[src/rtl/data_sram_bridge_pkg.sv]
// -----------------------------------------------------------------------------
// data_sram_bridge_pkg
// Shared definitions for the M-stage data SRAM bridge:
//   - state_t   : bridge FSM encoding (IDLE=0, REQ=1, WAIT=2, DONE=3)
//   - SZ_*      : bus_size encodings (byte / half / word)
//   - KSEG_MASK : kseg0/kseg1 virtual-to-physical mask, used only when the
//                 KSEG_MAP_EN macro is defined
// -----------------------------------------------------------------------------
package data_sram_bridge_pkg;

    typedef enum logic [1:0] {
        ST_IDLE = 2'd0,
        ST_REQ  = 2'd1,
        ST_WAIT = 2'd2,
        ST_DONE = 2'd3
    } state_t;

    localparam logic [1:0] SZ_BYTE = 2'd0;
    localparam logic [1:0] SZ_HALF = 2'd1;
    localparam logic [1:0] SZ_WORD = 2'd2;

    localparam logic [31:0] KSEG_MASK = 32'h1FFF_FFFF;

endpackage

[src/rtl/data_sram_bridge_dbus_fmt.sv]
// -----------------------------------------------------------------------------
// dbus_fmt
// Combinational request formatter. Turns the core's byte write enables and
// effective address into the bus write flag, transfer size, formatted address
// and strobes.
//   Optional macro: KSEG_MAP_EN -- when defined, formatted addresses in
//   0x8000_0000..0xBFFF_FFFF are ANDed with KSEG_MASK.
// Ports:
//   wen      in  4       byte write enables (0000 = read)
//   addr     in  ADDR_W  effective address from the core
//   wr       out 1       1 = write
//   size     out 2       SZ_BYTE / SZ_HALF / SZ_WORD
//   fmt_addr out ADDR_W  formatted (and optionally mapped) bus address
//   strb     out 4       bus byte strobes
// -----------------------------------------------------------------------------
module dbus_fmt
    import data_sram_bridge_pkg::*;
#(
    parameter int ADDR_W = 32
) (
    input  logic [3:0]        wen,
    input  logic [ADDR_W-1:0] addr,
    output logic              wr,
    output logic [1:0]        size,
    output logic [ADDR_W-1:0] fmt_addr,
    output logic [3:0]        strb
);

    logic [1:0] low;

    always_comb begin
        wr       = |wen;
        size     = SZ_WORD;
        low      = 2'b00;
        strb     = wen;
        // Reads are always full-word; lane extraction happens downstream.
        if (wr) begin
            case (wen)
                4'b1111: begin size = SZ_WORD; low = 2'b00; end
                4'b0011: begin size = SZ_HALF; low = 2'b00; end
                4'b1100: begin size = SZ_HALF; low = 2'b10; end
                4'b0001: begin size = SZ_BYTE; low = 2'b00; end
                4'b0010: begin size = SZ_BYTE; low = 2'b01; end
                4'b0100: begin size = SZ_BYTE; low = 2'b10; end
                4'b1000: begin size = SZ_BYTE; low = 2'b11; end
                // Irregular patterns go out as a word with strobes untouched.
                default: begin size = SZ_WORD; low = 2'b00; end
            endcase
        end
        fmt_addr = {addr[ADDR_W-1:2], low};
`ifdef KSEG_MAP_EN
        // kseg0/kseg1 have top bits 10; both alias the low 512 MB.
        if (fmt_addr[ADDR_W-1 -: 2] == 2'b10) begin
            fmt_addr = fmt_addr & ADDR_W'(KSEG_MASK);
        end
`endif
    end

endmodule

[src/rtl/data_sram_bridge.sv]
// -----------------------------------------------------------------------------
// data_sram_bridge
// M-stage data-access bridge: converts the core's load/store request into a
// split-handshake SRAM-like bus (req / addr_ok / data_ok) and stalls the
// pipeline until the access completes.
//   Optional macro: KSEG_MAP_EN (kseg0/kseg1 address mapping, see dbus_fmt).
// Handshake: bus_req is held high with stable addr/size/strb/wdata until a
// cycle with bus_addr_ok=1; the response is the first later cycle with
// bus_data_ok=1, carrying bus_rdata for loads. There is no abort.
// Ports:
//   clk, rst (async, active-low)
//   cpu_req, cpu_wen[3:0], cpu_addr, cpu_wdata, cpu_hold  -- core request
//   cpu_rdata, cpu_stall                                  -- core response
//   bus_req, bus_wr, bus_size, bus_addr, bus_wstrb, bus_wdata -- bus request
//   bus_addr_ok, bus_data_ok, bus_rdata                   -- bus response
//   dbg_state[1:0]                                        -- FSM state
// -----------------------------------------------------------------------------
module data_sram_bridge
    import data_sram_bridge_pkg::*;
#(
    parameter int ADDR_W = 32,
    parameter int DATA_W = 32
) (
    input  logic              clk,
    input  logic              rst,
    input  logic              cpu_req,
    input  logic [3:0]        cpu_wen,
    input  logic [ADDR_W-1:0] cpu_addr,
    input  logic [DATA_W-1:0] cpu_wdata,
    input  logic              cpu_hold,
    output logic [DATA_W-1:0] cpu_rdata,
    output logic              cpu_stall,
    output logic              bus_req,
    output logic              bus_wr,
    output logic [1:0]        bus_size,
    output logic [ADDR_W-1:0] bus_addr,
    output logic [3:0]        bus_wstrb,
    output logic [DATA_W-1:0] bus_wdata,
    input  logic              bus_addr_ok,
    input  logic              bus_data_ok,
    input  logic [DATA_W-1:0] bus_rdata,
    output logic [1:0]        dbg_state
);

    state_t state, state_nx;

    logic              wr_r;
    logic [1:0]        size_r;
    logic [ADDR_W-1:0] addr_r;
    logic [3:0]        wstrb_r;
    logic [DATA_W-1:0] wdata_r;
    logic [DATA_W-1:0] rdata_r;

    logic              fmt_wr;
    logic [1:0]        fmt_size;
    logic [ADDR_W-1:0] fmt_addr;
    logic [3:0]        fmt_strb;

    logic              latch_req;
    logic              capture_rdata;

    dbus_fmt #(.ADDR_W(ADDR_W)) u_fmt (
        .wen      (cpu_wen),
        .addr     (cpu_addr),
        .wr       (fmt_wr),
        .size     (fmt_size),
        .fmt_addr (fmt_addr),
        .strb     (fmt_strb)
    );

    always_ff @(posedge clk or negedge rst) begin
        if (!rst) begin
            state <= ST_IDLE;
        end else begin
            state <= state_nx;
        end
    end

    always_comb begin
        state_nx      = state;
        cpu_stall     = 1'b0;
        cpu_rdata     = rdata_r;
        bus_req       = 1'b0;
        latch_req     = 1'b0;
        capture_rdata = 1'b0;
        case (state)
            ST_IDLE: begin
                cpu_stall = cpu_req;
                if (cpu_req) begin
                    latch_req = 1'b1;
                    state_nx  = ST_REQ;
                end
            end
            ST_REQ: begin
                bus_req   = 1'b1;
                cpu_stall = 1'b1;
                // A data_ok seen here is not a valid response and is ignored.
                if (bus_addr_ok) begin
                    state_nx = ST_WAIT;
                end
            end
            ST_WAIT: begin
                cpu_stall = !bus_data_ok;
                if (bus_data_ok) begin
                    cpu_rdata     = bus_rdata;
                    capture_rdata = 1'b1;
                    // If another source holds the pipeline, park in DONE so
                    // the same M-stage access is not issued a second time.
                    state_nx      = cpu_hold ? ST_DONE : ST_IDLE;
                end
            end
            ST_DONE: begin
                if (!cpu_hold) begin
                    state_nx = ST_IDLE;
                end
            end
            default: state_nx = ST_IDLE;
        endcase
    end

    always_ff @(posedge clk or negedge rst) begin
        if (!rst) begin
            wr_r    <= 1'b0;
            size_r  <= 2'd0;
            addr_r  <= '0;
            wstrb_r <= 4'd0;
            wdata_r <= '0;
        end else if (latch_req) begin
            wr_r    <= fmt_wr;
            size_r  <= fmt_size;
            addr_r  <= fmt_addr;
            wstrb_r <= fmt_strb;
            wdata_r <= cpu_wdata;
        end
    end

    always_ff @(posedge clk or negedge rst) begin
        if (!rst) begin
            rdata_r <= '0;
        end else if (capture_rdata) begin
            rdata_r <= bus_rdata;
        end
    end

    assign bus_wr    = wr_r;
    assign bus_size  = size_r;
    assign bus_addr  = addr_r;
    assign bus_wstrb = wstrb_r;
    assign bus_wdata = wdata_r;
    assign dbg_state = state;

endmodule

[config.mk]
export PLATFORM = sky130hd
export DESIGN_NAME = data_sram_bridge
export DESIGN_NICKNAME = d
export VERILOG_FILES = /design/src/rtl/data_sram_bridge_pkg.sv /design/src/rtl/data_sram_bridge_dbus_fmt.sv /design/src/rtl/data_sram_bridge.sv
export SDC_FILE = /design/constraint.sdc
export NUM_CORES = 1
export LEC_CHECK = 0
export ABC_AREA = 1
export BUFFER_PORTS_ARGS = -buffer_cell sky130_fd_sc_hd__buf_2
export CORE_ASPECT_RATIO = 0.6
export CORE_MARGIN = 1
export CORE_UTILIZATION = 46
export DETAILED_ROUTE_END_ITERATION = 8
export PLACE_DENSITY = 0.91
export SLEW_MARGIN = 30
export SYNTH_ARGS = -nofsm -noshare
export SYNTH_HDL_FRONTEND = slang
export SYNTH_SLANG_ARGS = --single-unit
[constraint.sdc]
create_clock -name clk -period 1.5 [get_ports clk]
set_clock_uncertainty 0.1 [all_clocks]
set_input_delay 0.15 -clock clk [delete_from_list [all_inputs] [get_ports clk]]
set_output_delay 0.15 -clock clk [all_outputs]
set_load 0.05 [all_outputs]
==> results by group, run 1 <==
Outcome
  – Outcome: finished, violations left
  – Violated checks: setup timing

Layout
  – Fill cells: 513
  – Ant diodes: 0
  – Area grow syn2layout: 68.3%
  – Layout cells sized above 1: 0.403
  – Final nets: 904
  – Cell area after layout: 0.00751 mm^2

STA
  – Max Freq: 0.526 GHz
  – Max-slew headroom: 0.799
  – Final period util: 1.27
  – Slew @ Worst Pin: 0.301 ns
  – Final Slew Violations: 0
  – Worst setup margin: -0.401 ns
  – Count of final hold-check violations: 0
  – Final setup viols: 36
  – RSZ-0062 raised after global routing: true
  – Tmin final: 1.90 ns
  – Fin Setup TNS: -10.70 ns

Clock tree
  – Worst skew pair latency: 0.34 ns
  – Clock Sinks: 105
  – Cts bufs inserted: 9
  – Clock root buffer: clkbuf_16
  – Clk pin slew, worst setup/hold paths: 0.07 ns
  – H-tree levels: 3
  – Bufs on Longest Clock Path: 2
  – CTS tree: built

Setup path
  – Critical path buffers and inverters: 3
  – Setup crit end kind: primary output
  – WP data required: 1.25 ns
  – Startpoint Class: register
  – Critical path arrival: 1.65 ns
  – Worst path cell trace: inv_4, nand3_4, bufbuf_16, o21ai_4, buf_6
  – CP Max Fanout: 13
  – CP delay by family, top: buffers and inverters
  – CP max-delay cell: dfrtp_2
  – Crit Path Class: register to primary output
  – Max incr delay on CP: 0.42 ns

Die
  – I/O pin total: 213
  – Die X: 129 um
  – Die Height: 78.3 um
  – Initial Utilization: 0.480
  – Die Footprint: 0.0101 mm^2
  – FP Rows: 27
  – Core footprint: 0.00929 mm^2

Yosys
  – Synth top area share: 0.589
  – Synthesized area per cell: 8.77 um^2
  – Cell Area, Synth: 0.00446 mm^2
  – Post-Syn Instances: 509
  – Ys Warns: 0
  – Fraction of the yosys area taken by sequential cells: 0.589
  – Top cells by area, synth: dfrtp_1 59%, nand2_1 20%, o21ai_0 6.3%
  – Netlist cell types: 19
  – Synth area leader: dfrtp_1
  – Net count after synthesis: 615
  – Synth Register Bits: 105

GRT
  – Number of global-route vias before repair: 4824
  – Met2 usage: 0.565
  – Largest net degree at the start of global routing: 54
  – Gr usage total: 0.316
  – Most Used Layer, Global Route: met2
  – First-pass GRT wire length: 24100 um
  – Initial antenna violation count: 0
  – Met1 usage: 0.348
  – Met3 global-route usage: 0.0832
  – GR Overflow Total: 0

Detailed routing
  – Initial DRC count: 365
  – WL final: 16300 um
  – Post-route ant nets: 0
  – Drt drc: 0
  – Vias: 4863
  – WL per Instance: 17.5 um
  – Vias per cell: 5.21
  – TritonRoute pass-1 iters: 6

Placed design
  – Gp weighted congestion: 0.841
  – Post-DP HPWL: 8950 um
  – Buffers on Ports: 210
  – Pre-CTS WS: -0.0632 ns
  – Area post-placement: 0.00608 mm^2

Power
  – Total leakage power: 0.00408 uW
  – Pwr dens: 2600 mW/mm^2
  – Pwr Total: 19500 uW
  – Peak supply drop: 1.51 mV

Flow run
  – MaxCap Viol Count: 0

Worst hold path
  – Hold Path Class: input pin to register
==> logic make-up (layout without fill, tap and decap cells) <==
group / after synthesis / count (layout) / share of synthesized area
buffers and inverters: 68 / 361 / 0.0777
and+or+nand+nor: 263 / 264 / 0.238
DFF: 105 / 105 / 0.589
AOI/OAI and AO/OA: 73 / 73 / 0.0956
==> synth_stat cells (all sizes together) <==
master / number
inv: 43
buf: 20
nand3: 7
dfrtp: 105
o21ai: 71
clkbuf: 5
nand3b: 1
nand2: 248
nor2: 7
o21bai: 2
==> tightest hold or removal path, delay by kind of cell <==
family | cells | cell delay, ns
buffers and inverters | 2 | 0.14
AO/OA/AOI/OAI | 1 | 0.13
==> state kept, by name, indices dropped and copies added (netlist names) <==
name and cells:
bus_addr 32, bus_size 2, bus_wdata 32, bus_wr 1, bus_wstrb 4, dbg_state 2
rdata_r 32
==> per-stage QoR <==
step / utilization / hold WS, ns / std cells
3_3_place_gp: 0.655 / 0.0641 / 845
2_1_floorplan: - / -0.246 / 509
6_report: 0.808 / 0.0128 / 933
5_1_grt: 0.808 / 0.0189 / 933
4_1_cts: 0.791 / 0.00474 / 929
3_5_place_dp: 0.655 / 0.0716 / 845
==> report_power, final <==
part / internal (uW) / switching (uW) / total (uW)
logic: 3700 / 8600 / 12300
clock network: 1190 / 1060 / 2250
registers: 4160 / 833 / 4990
total: 9050 / 10500 / 19500
==> cell type report <==
type                    instances  area, um^2  share of cell area
inverters                      43         176              0.0235
flip-flops and latches        105        2630               0.350
clock buffers                  10         239              0.0318
clock inverters                 6        48.8             0.00650
multi-input cells             337        1910               0.254
repair buffers                302        2350               0.312
well taps                     130         163              0.0217
==> placed cells by master (no fill, tap or decap) <==
| master | count |
|---|---|
| nand2_1 | 225 |
| buf_2 | 174 |
| dfrtp_1 | 103 |
| dlygate4sd3_1 | 63 |
| inv_1 | 41 |
| o21ai_4 | 32 |
| o21ai_0 | 31 |
| buf_6 | 31 |
| buf_4 | 17 |
| nand2_2 | 14 |
| clkbuf_16 | 12 |
| nand2_4 | 8 |
| buf_12 | 7 |
| nand3_1 | 6 |
| o21ai_2 | 5 |
| nor2_1 | 4 |
| buf_8 | 4 |
| o21ai_1 | 3 |
| inv_6 | 3 |
| nor2_4 | 2 |
| nand3_4 | 2 |
| o21bai_1 | 2 |
| clkinv_4 | 2 |
| bufbuf_16 | 2 |
| dfrtp_2 | 2 |
| inv_4 | 1 |
| nand2_8 | 1 |
| nor2_2 | 1 |
| nand3b_1 | 1 |
| clkinv_8 | 1 |
| clkinv_2 | 1 |
| clkbuf_8 | 1 |
| buf_16 | 1 |
==> timing repair <==
| action | in CTS | in global routing |
|---|---|---|
| resized for setup | 81 | 24 |
| endpoints found under the hold margin | 167 | 0 |
| gates cloned | 3 | 3 |
| buffers inserted | 2 | 1 |
| pin swaps | 0 | 2 |
| setup endpoints to repair | 99 | 102 |
| hold buffers | 63 | 0 |
==> final timing paths <==
path	from	endpoint	slack, ns	depth (start not counted)
max in group asynchronous	rst	bus_addr[22]	0.77	3
hold / removal	bus_rdata[31]	rdata_r[31]	0.01	3
min in group asynchronous	rst	rdata_r[9]	0.26	3
hold reg to reg	bus_addr[28]	bus_addr[28]	0.38	2
setup reg to reg	dbg_state[1]	bus_wdata[6]	-0.02	6
setup / recovery	dbg_state[0]	cpu_rdata[16]	-0.40	5
==> routing by layer <==
layer | vias up | routed length [um]
met1 | 2331 | 5980
met3 | 66 | 1340
met4 | 0 | 653
met5 | - | 0
met2 | 320 | 8330
li1 | 2146 | -
Power figures use the tool's default switching activity.
==> inputs of run 2 (changes only) <==
--- a/config.mk
+++ b/config.mk
@@ -5,11 +5,12 @@
 export SDC_FILE = /design/constraint.sdc
 export NUM_CORES = 1
 export LEC_CHECK = 0
-export ABC_AREA = 1
 export BUFFER_PORTS_ARGS = -buffer_cell sky130_fd_sc_hd__buf_2
+export CELL_PAD_IN_SITES_DETAIL_PLACEMENT = 0
+export CELL_PAD_IN_SITES_GLOBAL_PLACEMENT = 2
 export CORE_ASPECT_RATIO = 0.6
 export CORE_MARGIN = 1
-export CORE_UTILIZATION = 46
+export CORE_UTILIZATION = 27
 export DETAILED_ROUTE_END_ITERATION = 8
 export PLACE_DENSITY = 0.91
 export SLEW_MARGIN = 30
==> run 2 against run 1 <==
Effect of this change:
- the run still ends with setup timing left
- wire length up 0.78%
- largest cell class is now buffers
- via count down 11%
- critical path type unchanged
- register-to-register slack worse by 0.35 ns
- global-route usage down 12 points
- die area up 67%
- sequential share of layout area down 5.2 points
- sequential power up 4.0%
- utilization down 25 points
- final cell count up 5.9%
- combinational power up 14%
==> results by group, run 2 <==
GRT
  – Initial antenna violation count: 0 (unchanged)
  – GR Overflow Total: 0 (unchanged)
  – Largest net degree at the start of global routing: 55 (+1.9%)
  – Number of global-route vias before repair: 4717 (-2.2%)
  – First-pass GRT wire length: 25400 um (+5.3%)
  – Gr usage total: 0.195 (-0.121)

Yosys
  – Netlist cell types: 22 (+3)
  – Fraction of the yosys area taken by sequential cells: 0.594 (+0.00533)
  – Compound-Gate Fraction of Synth Area: 0.0195 (-0.0761)
  – Ys async rst share: 1.00 (unchanged)
  – Main combinational cell family by area after synthesis: simple AND/OR/NAND/NOR gates
  – Number of synthesized flops with an enable pin: 0 (unchanged)
  – Synth top area share: 0.594 (+0.00533)
  – Top cells by count, synth: 206 x nand2_1, 105 x dfrtp_1, 65 x mux2_2
  – Top cells by area, synth: dfrtp_1 59%, nand2_1 17%, mux2_2 17%
  – Post-synthesis simple-gate area fraction: 0.189 (-0.0493)
  – Net count after synthesis: 527 (-14%)
  – Xor-xnor portion of the synthesized cell area: 0.00198 (+0.00198)
  – Post-Syn Instances: 421 (-17%)
  – Synth Register Bits: 105 (unchanged)
  – Top-count cell post-synth: nand2_1
  – Main synth FF type: dfrtp_1
  – Cell Area, Synth: 0.00442 mm^2 (-0.90%)
  – Synth area leader: dfrtp_1
  – Post-Synth Adder-Cell Area: 0 (unchanged)
  – Synthesized area per cell: 10.5 um^2 (+20%)
  – Multiplexer area fraction after synthesis: 0.165 (+0.165)
  – Ys Warns: 0 (unchanged)

Die
  – FP Rows: 35 (+30%)
  – Core footprint: 0.0157 mm^2 (+69%)
  – Initial Utilization: 0.282 (-0.198)
  – I/O pin total: 213 (unchanged)
  – Die Footprint: 0.0169 mm^2 (+67%)
  – Die Height: 101 um (+29%)
  – Die X: 167 um (+29%)

STA
  – Max Freq: 0.510 GHz (-3.0%)
  – Final hold slack: 0.0213 ns (+0.00848 ns)
  – Max-slew headroom: 0.634 (-0.165)
  – Slew @ Worst Pin: 0.545 ns (+0.243 ns)
  – Tmin final: 1.96 ns (+0.0597 ns)
  – Final setup viols: 128 (+260%)
  – Final period util: 1.31 (+0.0398)
  – Final Slew Violations: 0 (unchanged)
  – Count of final hold-check violations: 0 (unchanged)
  – RSZ-0062 raised after global routing: true
  – Fin Setup TNS: -32.67 ns (-21.97 ns)
  – Worst setup margin: -0.461 ns (-0.0597 ns)

Clock tree
  – Clock Sinks: 105 (unchanged)
  – CTS tree: built
  – H-tree levels: 3 (unchanged)
  – Cts bufs inserted: 9 (unchanged)
  – Bufs on Longest Clock Path: 2 (unchanged)
  – Clock root buffer: clkbuf_16
  – Worst skew pair latency: 0.33 ns (about the same)
  – Clk pin slew, worst setup/hold paths: 0.07 ns (about the same)

Worst hold path
  – Hold Path Class: input pin to register

Detailed routing
  – Post-route ant nets: 0 (unchanged)
  – Drt drc: 0 (unchanged)
  – Vias: 4351 (-11%)
  – Vias per cell: 4.40 (-16%)
  – TritonRoute pass-1 iters: 4 (-2)
  – WL final: 16400 um (+0.78%)
  – WL per Instance: 16.6 um (-4.8%)
  – Initial DRC count: 158 (-57%)

Placed design
  – Pre-CTS WS: -0.185 ns (-0.122 ns)
  – Buffers on Ports: 210 (unchanged)
  – Gp weighted congestion: 0.735 (-13%)
  – Post-DP HPWL: 8440 um (-5.7%)
  – Area post-placement: 0.00595 mm^2 (-2.1%)

Setup path
  – CP delay by family, top: buffers and inverters
  – Crit Path Class: register to primary output
  – Setup crit end kind: primary output
  – WP data required: 1.25 ns (about the same)
  – Critical path arrival: 1.71 ns (+0.06 ns)
  – Startpoint Class: register
  – Critical path buffers and inverters: 3 (unchanged)
  – Max incr delay on CP: 0.40 ns (-0.02 ns)
  – CP Max Fanout: 9 (-4)
  – CP max-delay cell: dfrtp_2
  – Worst path cell trace: nand3b_1, buf_6, buf_12, mux2_4, buf_8

Power
  – Pwr Total: 21400 uW (+9.3%)
  – Peak supply drop: 1.12 mV (-26%)
  – Pwr dens: 2430 mW/mm^2 (-6.8%)
  – Total leakage power: 0.00460 uW (+13%)

Layout
  – Layout cells sized above 1: 0.636 (+0.232)
  – Fill cells: 1306 (+150%)
  – Area grow syn2layout: 99.2%
  – Ant diodes: 0 (unchanged)
  – Register area: 0.00263 mm^2 (unchanged)
  – Footprint of the multi-input gates: 0.00242 mm^2 (+27%)
  – Most frequent cells in the layout: 174 x buf_2, 103 x dfrtp_1, 99 x dlygate4sd3_1
  – Cell area after layout: 0.00881 mm^2 (+17%)
  – Final nets: 888 (-1.8%)
  – Most common cell after layout, fill and taps aside: buf_2

Flow run
  – MaxCap Viol Count: 0 (unchanged)

Outcome
  – Violated checks: setup timing
  – Outcome: finished, violations left
-- run 2: cell count changes after synthesis, sizes merged, moves of 2 or more --
cell	change
inv	-42
o21ai	-64
buf	-2
nand3	-7
nor2	-5
o21bai	-2
nand2	-42
mux2	+65
-- run 2: metrics by stage --
step / utilization / cells
2_1_floorplan: - / 421
3_3_place_gp: 0.380 / 830
3_5_place_dp: 0.380 / 830
4_1_cts: 0.549 / 996
5_1_grt: 0.562 / 988
6_report: 0.562 / 988
-- run 2: area by class of cell --
type	instances	area share
Timing Repair Buffer	369	0.368
Clock inverter	4	0.00355
Tap cell	203	0.0288
Sequential cell	105	0.299
Inverter	1	0.000426
Clock buffer	10	0.0260
Multi-Input combinational cell	296	0.275
-- run 2: per-layer routing --
metal,vias up,share of wire,routed length (um),track usage
li1,2079,-,-,-
met1,2132,0.44,7190,0.242
met2,123,0.51,8370,0.355
met3,17,0.043,702,0.0422
met4,0,0.0098,161,0.0381
met5,-,0,0,0
-- run 2: power breakdown --
group / internal [uW] / total (uW) / switching, uW
Combinational: 5410 / 14000 / 8630
Clock: 1120 / 2150 / 1030
Sequential: 4220 / 5190 / 967
-- run 2: worst paths after layout --
| path | start | end | slack [ns] | depth (start not counted) |
|---|---|---|---|---|
| setup / recovery | dbg_state[0] | cpu_rdata[25] | -0.46 | 5 |
| hold / removal | cpu_wen[3] | bus_wstrb[3] | 0.02 | 3 |
| setup reg to reg | dbg_state[0] | rdata_r[17] | -0.37 | 8 |
| hold reg to reg | bus_size[1] | bus_size[1] | 0.37 | 2 |
| max in group asynchronous | rst | rdata_r[14] | 0.67 | 3 |
| min in group asynchronous | rst | bus_addr[11] | 0.08 | 2 |
-- run 2: repair_timing --
item	in CTS	in global routing
endpoints found under the setup margin	128	132
setup buffers	32	14
hold buffers	99	0
pin swaps	80	85
gates cloned	22	0
resized for setup	184	159
hold endpoints to repair	203	0
-- run 2: worst min-delay path, cell delays in order --
cell	delay (ns)
buf_2	0.15
nand2_2	0.07
nand2_1	0.04
-- run 2: kinds of logic after synthesis --
logic type | after synthesis
multiplexers | 65
AO/OA/AOI/OAI | 12
AND/OR/NAND/NOR | 214
buffers and inverters | 24
XOR/XNOR | 1
flip-flops | 105
==> inputs of run 3 (changes only) <==
--- a/config.mk
+++ b/config.mk
@@ -12,7 +12,7 @@
 export CORE_MARGIN = 1
 export CORE_UTILIZATION = 27
 export DETAILED_ROUTE_END_ITERATION = 8
-export PLACE_DENSITY = 0.91
+export PLACE_DENSITY_LB_ADDON = 0.2
 export SLEW_MARGIN = 30
 export SYNTH_ARGS = -nofsm -noshare
 export SYNTH_HDL_FRONTEND = slang
==> run 3 against run 2 <==
Effect of this change:
- maximum frequency up 0.51%
- utilization down 3.3 points
- register-to-register slack better by 0.02 ns
- count of clock-buffer cells in the layout unchanged
- setup slack better by 0.0099 ns
- sequential power down 2%
- non-clock buffer count down 5
- critical path type unchanged
- first-iteration DRC count up 39%
- highest routed layer unchanged
- wire length down 11%
- the flow still finishes with violations (setup timing)
==> results by group, run 3 (synthesis results as in run 2) <==
Worst hold path
  – Hold Path Class: input pin to asynchronous set/reset pin

Die
  – FP Rows: 35 (unchanged)
  – Die Height: 101 um (unchanged)
  – Die Footprint: 0.0169 mm^2 (unchanged)
  – I/O pin total: 213 (unchanged)
  – Initial Utilization: 0.282 (unchanged)
  – Die X: 167 um (unchanged)
  – Core footprint: 0.0157 mm^2 (unchanged)

Placed design
  – Area post-placement: 0.00597 mm^2 (+0.21%)
  – Gp weighted congestion: 0.765 (+4.0%)
  – Post-DP HPWL: 8660 um (+2.6%)
  – Placed instance count: 835 (+0.60%)
  – Buffers on Ports: 210 (unchanged)
  – Pre-CTS WS: -0.148 ns (+0.0367 ns)

Clock tree
  – H-tree levels: 3 (unchanged)
  – Clock root buffer: clkbuf_16
  – Worst skew pair latency: 0.33 ns (about the same)
  – CTS tree: built
  – Bufs on Longest Clock Path: 2 (unchanged)
  – Cts bufs inserted: 9 (unchanged)
  – Clock Sinks: 105 (unchanged)
  – Clk pin slew, worst setup/hold paths: 0.07 ns (about the same)

Setup path
  – Max incr delay on CP: 0.40 ns (about the same)
  – WP data required: 1.25 ns (about the same)
  – Startpoint Class: register
  – Critical path arrival: 1.70 ns (about the same)
  – CP max-delay cell: dfrtp_2
  – Setup crit end kind: primary output
  – Crit Path Class: register to primary output
  – CP Max Fanout: 11 (+2)
  – Worst path cell trace: nand3b_1, buf_6, buf_16, mux2_4, buf_8

GRT
  – Number of global-route vias before repair: 4264 (-9.6%)
  – Gr usage total: 0.164 (-0.0310)
  – GR Overflow Total: 0 (unchanged)
  – Largest net degree at the start of global routing: 43 (-22%)
  – Initial antenna violation count: 0 (unchanged)
  – First-pass GRT wire length: 21600 um (-15%)

STA
  – Final hold slack: 0.163 ns (+0.141 ns)
  – Slew @ Worst Pin: 0.495 ns (-0.0497 ns)
  – Final period util: 1.30 (-0.00660)
  – Worst setup margin: -0.451 ns (+0.00989 ns)
  – Final setup viols: 134 (+4.7%)
  – Max Freq: 0.513 GHz (+0.51%)
  – Final Slew Violations: 0 (unchanged)
  – RSZ-0062 raised after global routing: true
  – Count of final hold-check violations: 0 (unchanged)
  – Max-slew headroom: 0.667 (+0.0334)
  – Tmin final: 1.95 ns (-0.00989 ns)

Layout
  – Footprint of the multi-input gates: 0.00202 mm^2 (-16%)
  – Layout Cells excl Fill: 980 (-0.81%)
  – Ant diodes: 0 (unchanged)
  – Most frequent cells in the layout: 174 x buf_2, 144 x nand2_1, 103 x dfrtp_1
  – Fill cells: 1415 (+8.3%)
  – Register area: 0.00263 mm^2 (unchanged)
  – Area grow syn2layout: 87.5%
  – Final nets: 879 (-1.0%)
  – Layout cells sized above 1: 0.534 (-0.102)
  – Most common cell after layout, fill and taps aside: buf_2
  – Cell area after layout: 0.00829 mm^2 (-5.9%)

Detailed routing
  – Post-route ant nets: 0 (unchanged)
  – Drt drc: 0 (unchanged)
  – Vias per cell: 4.21 (-4.4%)
  – Initial DRC count: 219 (+39%)
  – WL per Instance: 14.9 um (-10%)
  – WL final: 14600 um (-11%)
  – Vias: 4124 (-5.2%)
  – TritonRoute pass-1 iters: 4 (unchanged)

Outcome
  – Outcome: finished, violations left
  – Violated checks: setup timing

Flow run
  – MaxCap Viol Count: 0 (unchanged)

Power
  – Pwr Total: 20200 uW (-5.5%)
  – Peak supply drop: 0.982 mV (-12%)
  – Total leakage power: 0.00434 uW (-5.5%)
  – Pwr dens: 2430 mW/mm^2 (+0.36%)
==> run 3: cell count changes in the layout (fill, tap and decap cells not counted), sizes merged <==
cell         before  now
buf             270  257
clkbuf           10   16
or3b              5    1
clkinv            0    2
clkinvlp          3    1
dlygate4sd3      99  101
inv               2    3
==> run 3: final cells by class <==
| cell class | count | share of cell area |
|---|---|---|
| clock buffer | 10 | 0.0288 |
| inverter | 1 | 0.000453 |
| timing repair buffer | 364 | 0.374 |
| sequential | 105 | 0.317 |
| multi-input combinational | 292 | 0.244 |
| clock inverter | 5 | 0.00468 |
| tap | 203 | 0.0306 |
==> run 3: stage by stage <==
step                      TNS [ns]   util
after floorplan             -19.33      -
final                       -39.28  0.529
after global placement       -6.83  0.381
after global routing        -47.28  0.529
after detailed placement     -8.72  0.381
after CTS                   -34.14  0.493
==> run 3: critical path, delay by kind of cell, from the launching register on <==
family,cells,cell delay (ns)
buffers and inverters,3,0.47
flip-flops,1,0.40
multiplexers,1,0.32
AND/OR/NAND/NOR,1,0.17
==> run 3: final timing paths <==
kind	slack, ns	depth (start not counted)	to	from
hold / removal	0.16	2	rdata_r[21]	rst
setup / recovery	-0.45	5	cpu_rdata[8]	dbg_state[0]
max in group asynchronous	0.60	3	bus_wdata[24]	rst
hold reg to reg	0.36	2	bus_addr[30]	bus_addr[30]
min in group clk	0.18	3	dbg_state[0]	cpu_req
setup reg to reg	-0.35	8	bus_wdata[5]	dbg_state[0]
==> run 3: report_power, final <==
| group | internal, uW | switching [uW] | total, uW | leakage (uW) |
|---|---|---|---|---|
| Combinational | 4780 | 8090 | 12900 | 0.00292 |
| Sequential | 4220 | 880 | 5100 | 0.00129 |
| Clock | 1180 | 1050 | 2220 | 0.000135 |
| Total | 10200 | 10000 | 20200 | 0.00434 |
==> run 3: layer usage <==
metal | up-vias | track usage | part of all wire
li1 | 2054 | - | -
met1 | 1935 | 0.217 | 0.47
met2 | 127 | 0.265 | 0.46
met3 | 8 | 0.0500 | 0.054
met4 | 0 | 0.0416 | 0.010
met5 | - | 0 | 0
==> run 3: repair_timing <==
item | in CTS | in global routing
pin swaps | 9 | 15
resized for setup | 95 | 101
cloned | 5 | 8
endpoints found under the hold margin | 206 | 0
hold buffers | 101 | 0
buffers inserted | 6 | 10
setup endpoints to repair | 90 | 138
